`src/rtl/arith_pkg.sv`:
```
// rtl/arith_pkg.sv - shared types and constants for sequential arithmetic blocks
package arith_pkg;

  localparam int WIDTH_DEFAULT = 4;

  typedef enum logic [1:0] {
    IDLE = 2'd0,
    RUN  = 2'd1,
    DONE = 2'd2
  } state_t;

endpackage

```
`src/rtl/rca_n.sv`:
```
// rtl/rca_n.sv - parameterised ripple-carry adder built from full-adder cells
module rca_n #(
  parameter int WIDTH = 4
) (
  input  logic [WIDTH-1:0] a,
  input  logic [WIDTH-1:0] b,
  input  logic             cin,
  output logic [WIDTH-1:0] sum,
  output logic             cout
);

  logic [WIDTH:0] c;

  assign c[0] = cin;

  for (genvar i = 0; i < WIDTH; i++) begin : g_fa
    assign sum[i]  = a[i] ^ b[i] ^ c[i];
    assign c[i+1]  = (a[i] & b[i]) | (c[i] & (a[i] ^ b[i]));
  end

  assign cout = c[WIDTH];

endmodule

```
`src/rtl/seq_mult4.sv`:
```
// rtl/seq_mult4.sv - shift-and-add unsigned multiplier, one partial product per clock
module seq_mult4
  import arith_pkg::*;
#(
  parameter int WIDTH = WIDTH_DEFAULT
) (
  input  logic               clk,
  input  logic               rst,
  input  logic               start,
  input  logic [WIDTH-1:0]   a,
  input  logic [WIDTH-1:0]   b,
  output logic               busy,
  output logic               done,
  output logic [2*WIDTH-1:0] p
);

  localparam int CW = $clog2(WIDTH) + 1;
  localparam logic [CW-1:0] LAST = CW'(WIDTH - 1);

  state_t           state;
  logic [WIDTH-1:0] m;
  logic [WIDTH-1:0] q;
  logic [WIDTH-1:0] acc;
  logic [CW-1:0]    cnt;

  logic [WIDTH-1:0] sum;
  logic             cout;
  logic             c_add;
  logic [WIDTH-1:0] acc_add;
  logic [WIDTH-1:0] acc_nxt;
  logic [WIDTH-1:0] q_nxt;

  rca_n #(.WIDTH(WIDTH)) u_rca (
    .a    (acc),
    .b    (m),
    .cin  (1'b0),
    .sum  (sum),
    .cout (cout)
  );

  // Carry is kept and shifted into the acc MSB so the product stays exact.
  always_comb begin
    c_add   = q[0] ? cout : 1'b0;
    acc_add = q[0] ? sum : acc;
    acc_nxt = {c_add, acc_add[WIDTH-1:1]};
    q_nxt   = {acc_add[0], q[WIDTH-1:1]};
  end

  always_ff @(posedge clk) begin
    if (rst) begin
      state <= IDLE;
      busy  <= 1'b0;
      done  <= 1'b0;
      p     <= '0;
      acc   <= '0;
      q     <= '0;
      m     <= '0;
      cnt   <= '0;
    end else begin
      case (state)
        IDLE: begin
          done <= 1'b0;
          if (start) begin
            m     <= a;
            q     <= b;
            acc   <= '0;
            cnt   <= '0;
            busy  <= 1'b1;
            state <= RUN;
          end
        end
        RUN: begin
          acc <= acc_nxt;
          q   <= q_nxt;
          cnt <= cnt + CW'(1);
          if (cnt == LAST) begin
            p     <= {acc_nxt, q_nxt};
            done  <= 1'b1;
            state <= DONE;
          end
        end
        DONE: begin
          done  <= 1'b0;
          busy  <= 1'b0;
          state <= IDLE;
        end
        default: begin
          done  <= 1'b0;
          busy  <= 1'b0;
          state <= IDLE;
        end
      endcase
    end
  end

endmodule

```
`config.mk`:
```
export PLATFORM = sky130hd
export DESIGN_NAME = seq_mult4
export DESIGN_NICKNAME = d
export VERILOG_FILES = /design/src/rtl/arith_pkg.sv /design/src/rtl/rca_n.sv /design/src/rtl/seq_mult4.sv
export SDC_FILE = /design/constraint.sdc
export NUM_CORES = 1
export LEC_CHECK = 0
export CAP_MARGIN = 20
export CORE_MARGIN = 2
export CORE_UTILIZATION = 54
export CTS_BUF_LIST = sky130_fd_sc_hd__clkbuf_16
export CTS_CLUSTER_DIAMETER = 150
export DETAILED_ROUTE_END_ITERATION = 12
export GPL_TIMING_DRIVEN = 0
export PLACE_DENSITY = 0.83
export REMOVE_ABC_BUFFERS = 1
export SETUP_SLACK_MARGIN = 0.5
export SLEW_MARGIN = 20
export SYNTH_ARGS = -nofsm -noshare
export SYNTH_HDL_FRONTEND = slang
export SYNTH_SLANG_ARGS = --single-unit
```
`constraint.sdc`:
```
create_clock -name clk -period 4.6 [get_ports clk]
set_input_delay 1.38 -clock clk [delete_from_list [all_inputs] [get_ports clk]]
set_output_delay 1.38 -clock clk [all_outputs]
set_load 0.02 [all_outputs]
```
### Word-level counts from Yosys, hierarchy flattened

Index checks and enable logic that the tools add are counted.
Widths: inputs -> output; s select.

| word-level totals | value |
|---|---|
| register bits after elaboration | 27 |
| output and inout port bits | 10 |
| logic and storage cells | 52 |
| input port bits | 11 |

| operators by class | value |
|---|---|
| reductions and logical operators | 8 |
| $add $sub $neg | 1 |
| bitwise logic cells | 18 |
| equality and inequality tests | 4 |
| muxes and demuxes | 13 |

Operators with widths:

| cell | number |
|---|---|
| $pmux 4 s2 | 2 |
| $mux 4 | 3 |
| $reduce_and 2->1 | 5 |
| $and 1x1->1 | 7 |
| $xor 1x1->1 | 7 |
| $pmux 3 s2 | 1 |
| $mux 2 | 2 |
| $ne 2x2->1 const B | 2 |
| $pmux 2 s2 | 1 |
| $add 3x1->3 const B | 1 |
| $eq 3x2->1 const B | 1 |
| $mux 3 | 1 |
| $or 1x1->1 | 3 |
| $eq 2x1->1 const B | 1 |
| $logic_not 2->1 | 1 |
| $mux 1 | 2 |
| $pmux 1 s2 | 1 |
| $reduce_bool 2->1 | 1 |
| $reduce_or 2->1 | 1 |
| $not 1->1 | 1 |

### Logic depth before layout (Yosys ltp)

| logic depth | value |
|---|---|
| depth in word-level cells | 9 |
| depth in mapped cells | 6 |
| mapped depth without buffers | 6 |

### Cells and area by module

From an unflattened synthesis, not the netlist that was laid out.

| second synthesis, totals | value |
|---|---|
| cells, all modules | 123 |
| area total of the unflattened synthesis | 1228.7 um2 |

By module, submodules not included:

| module | cells an instance | sequential area each (um2) | times used | area an instance (um2) |
|---|---|---|---|---|
| seq_mult4 | 109 | 540.5 | 1 | 1111.1 |
| rca_n | 14 | 0.0 | 1 | 117.6 |

### Worst setup path after synthesis

No wires, ideal clock.

| timing | value |
|---|---|
| path kind | in2reg |
| start point | input port start |
| end point | register acc[3] |
| data required time | 4.483 ns |
| setup time | 0.117 ns |
| cell stages on the path | 3 |
| arrival time | 2.072 ns |
| buffers on the path | 0 |
| path slack | 2.411 ns |
| path through | nor3b_2 nor3_2 a32o_1 |

| on the way | value |
|---|---|
| cells in the longest elaborated chain, start to end | 2 |

Ends and longest elaborated chain:

| element | RTL line | RTL |
|---|---|---|
| from (decl) | seq_mult4.sv:9 | `input logic start,` |
| $ne 2x2->1 (no source line) | - |  |
| $reduce_and 2->1 (no source line) | - |  |
| to (signal assigned) | seq_mult4.sv:73 | `acc <= acc_nxt;` |
| to (decl) | seq_mult4.sv:23 | `logic [WIDTH-1:0] acc;` |

No other way between the ends.
A chain may end at the register's enable or synchronous reset.

==> impl_metrics.py <==
metrics = {
    "run_status": {
        "outcome": "complete, no violations",
    },
    "grt": {
        "grt_pass1_vias": 899,
        "grt_antenna_before_repair": 0,
        "gr-usage-all-layers_pct": 22.0,
        "grt_pass1_wl_um": 4130,
        "grt_max_degree": 26,
        "grt_remaining_overflow": 0,
    },
    "timing": {
        "rsz0062_at_grt": "false",
        "setup_tns_ps": 0,
        "relSlewSlack_pct": 42.5,
        "hold_viol_final": 0,
        "setup_viol": 0,
        "slew_viol_final": 0,
        "period_share_pct": 60.2,
        "skew_ps": 3.15,
        "tightest_slew_ps": 860,
        "period_minus_slack_ps": 2770,
        "whs_ps": 464,
        "fmax_ghz": 0.361,
    },
    "die": {
        "rows": 16,
        "io-pin-count": 21,
        "core-area_sq_mm": 0.00196,
        "die_width_um": 49.7,
        "dieArea_sq_mm": 0.00247,
        "initial_core_util_pct": 57.5,
        "die_h_um": 49.7,
    },
    "worst_setup_path": {
        "r2r_start": "m[0]$_SDFFE_PP0P_",
        "start_kind": "primary input",
        "cp-end-kind": "flop",
        "critPathKind": "in2reg",
        "crit_required_ps": 4800,
        "worst-r2r-cell-count": 6,
        "crit_arrival_ps": 2970,
        "startpoint": "rst",
        "crit_fanout": 25,
    },
    "route": {
        "drt-initial-drc-count": 11,
        "ant_nets": 0,
        "drt-total-wl_um": 2370,
        "vias": 903,
        "drtPass1Iterations": 4,
        "via_per_inst": 5.51,
        "drt_drc_violations_left": 0,
        "wl_per_cell_um": 14.4,
    },
    "clock_network": {
        "cts_tree": "done",
        "cts_sinks": 27,
        "path_clk_slew_ps": 60,
        "cts_inserted_buffers": 3,
        "cts_buffer_depth": 2,
        "post_cts_buffers": 0,
        "cts_root_buf": "clkbuf_16",
        "cts_hold_buffers": 0,
        "htreeDepth": 1,
        "cts_resized": 0,
        "insertion_delay_ps": 260,
    },
    "layout": {
        "n_antenna_cell": 0,
        "utilization_pct": 71.9,
        "mostFrequentLayoutCells": "dfxtp_1, clkdlybuf4s50_1, nor2_1",
        "finalNetCount": 155,
        "area_growth_pct": 25.1,
        "final_cell_area_sq_mm": 0.00141,
        "drive_above_1_share_pct": 3.65,
        "final_common_cell": "dfxtp_1",
    },
    "synthesis": {
        "synth_cell_types": 30,
        "ys_ff_latch": 27,
        "synth_area_sq_mm": 0.00113,
        "syn_avg_cell_area_sq_um": 9.47,
        "yosys_warnings": 0,
        "seq_area_frac_synth_pct": 47.9,
        "netlist_instances": 119,
    },
    "placement": {
        "place_congestion": 0.816,
        "placed_area_sq_mm": 0.00133,
        "hpwl_um": 1710,
        "port_buffers": 20,
    },
    "job": {
        "maxCapViolations": 0,
    },
    "pwr": {
        "finalPower_w": 0.000487,
        "p_per_area_mw_per_mm2": 345,
        "ir_drop_v": 0.000267,
        "p_leak_nw": 0.536,
    },
    "min_path": {
        "hp-class": "reg2reg",
        "hold_path_startpoint": "p[7]$_SDFFE_PP0P_",
        "whs_path_depth": 2,
    },
}
-- power breakdown --
part           switching [W]  internal [W]
clock network      0.0000742      0.000116
logic              0.0000239     0.0000216
registers         0.00000863      0.000242
total               0.000107      0.000380
-- cells in the mapped netlist --
master / n / area share [%]
dfxtp_1: 27 / 48
nor2_1: 16 / 5.3
nand2_1: 15 / 5.0
a21oi_1: 10 / 4.4
a211oi_1: 4 / 2.7
mux2i_1: 4 / 3.6
nor3_1: 4 / 1.8
buf_2: 3 / 1.3
fa_1: 3 / 5.3
ha_1: 3 / 3.3
nand2b_1: 3 / 1.7
nor4_1: 3 / 1.7
o2bb2ai_1: 3 / 2.3
clkbuf_1: 2 / 0.67
inv_1: 2 / 0.67
nand3_1: 2 / 0.89
nand3b_1: 2 / 1.3
a22o_1: 1 / 0.78
a32o_1: 1 / 0.89
and2b_1: 1 / 0.67
and3_1: 1 / 0.56
and3b_1: 1 / 0.78
buf_4: 1 / 0.67
nand4b_1: 1 / 0.78
nor3_2: 1 / 0.89
nor3b_2: 1 / 1.1
o211ai_1: 1 / 0.67
o21a_1: 1 / 0.67
o21ba_1: 1 / 0.89
or3b_1: 1 / 0.78
-- state kept, by name, indices dropped and copies added, names as in the netlist --
| name | cells |
|---|---|
| acc | 4 |
| busy | 1 |
| p | 8 |
| q | 4 |
| done | 1 |
| cnt | 3 |
| state | 2 |
| m | 4 |
-- area by class of cell --
type                    instances  area [sq um]
well taps                      27          33.8
inverters                       2          7.51
clock inverters                 1          3.75
repair buffers                 20           200
multi-input cells              84           549
flip-flops and latches         27           541
fillers                       165           552
clock buffers                   3          75.1
-- metrics by stage --
| step | setup slack [ps] | std cells |
|---|---|---|
| 2_1_floorplan | 2270 | 113 |
| 3_3_place_gp | 1620 | 160 |
| 3_5_place_dp | 1590 | 160 |
| 4_1_cts | 1850 | 164 |
| 5_1_grt | 1720 | 164 |
| 6_report | 1830 | 164 |
-- per-layer routing --
metal  up-vias  global-route usage, %  part of all wire (%)
li1        450                      -                     -
met1       430                   26.8                    43
met2        19                   37.6                    52
met3         4                   3.94                   2.4
met4         0                   10.2                   1.9
met5         -                      0                     0
-- critical path: stages --
cell and delay [ps]:
clkdlybuf4s50_1 850, nor3_2 540, a22o_1 190
-- cells by family after synthesis --
group           share of synthesized area (%)
fa+ha+maj                                8.66
mux                                      3.55
simple gates                             23.2
compound gates                           13.3
flops                                    47.9
buf+inv                                  3.33
-- path summary, 6_finish.rpt --
kind	end	slack, ps
worst min register to register	p[7]$_SDFFE_PP0P_	460
worst min-delay path	p[7]$_SDFFE_PP0P_	460
worst max-delay path	cnt[1]$_SDFFE_PP0P_	1830
worst max register to register	p[6]$_SDFFE_PP0P_	2360
Power figures use the tool's default switching activity.
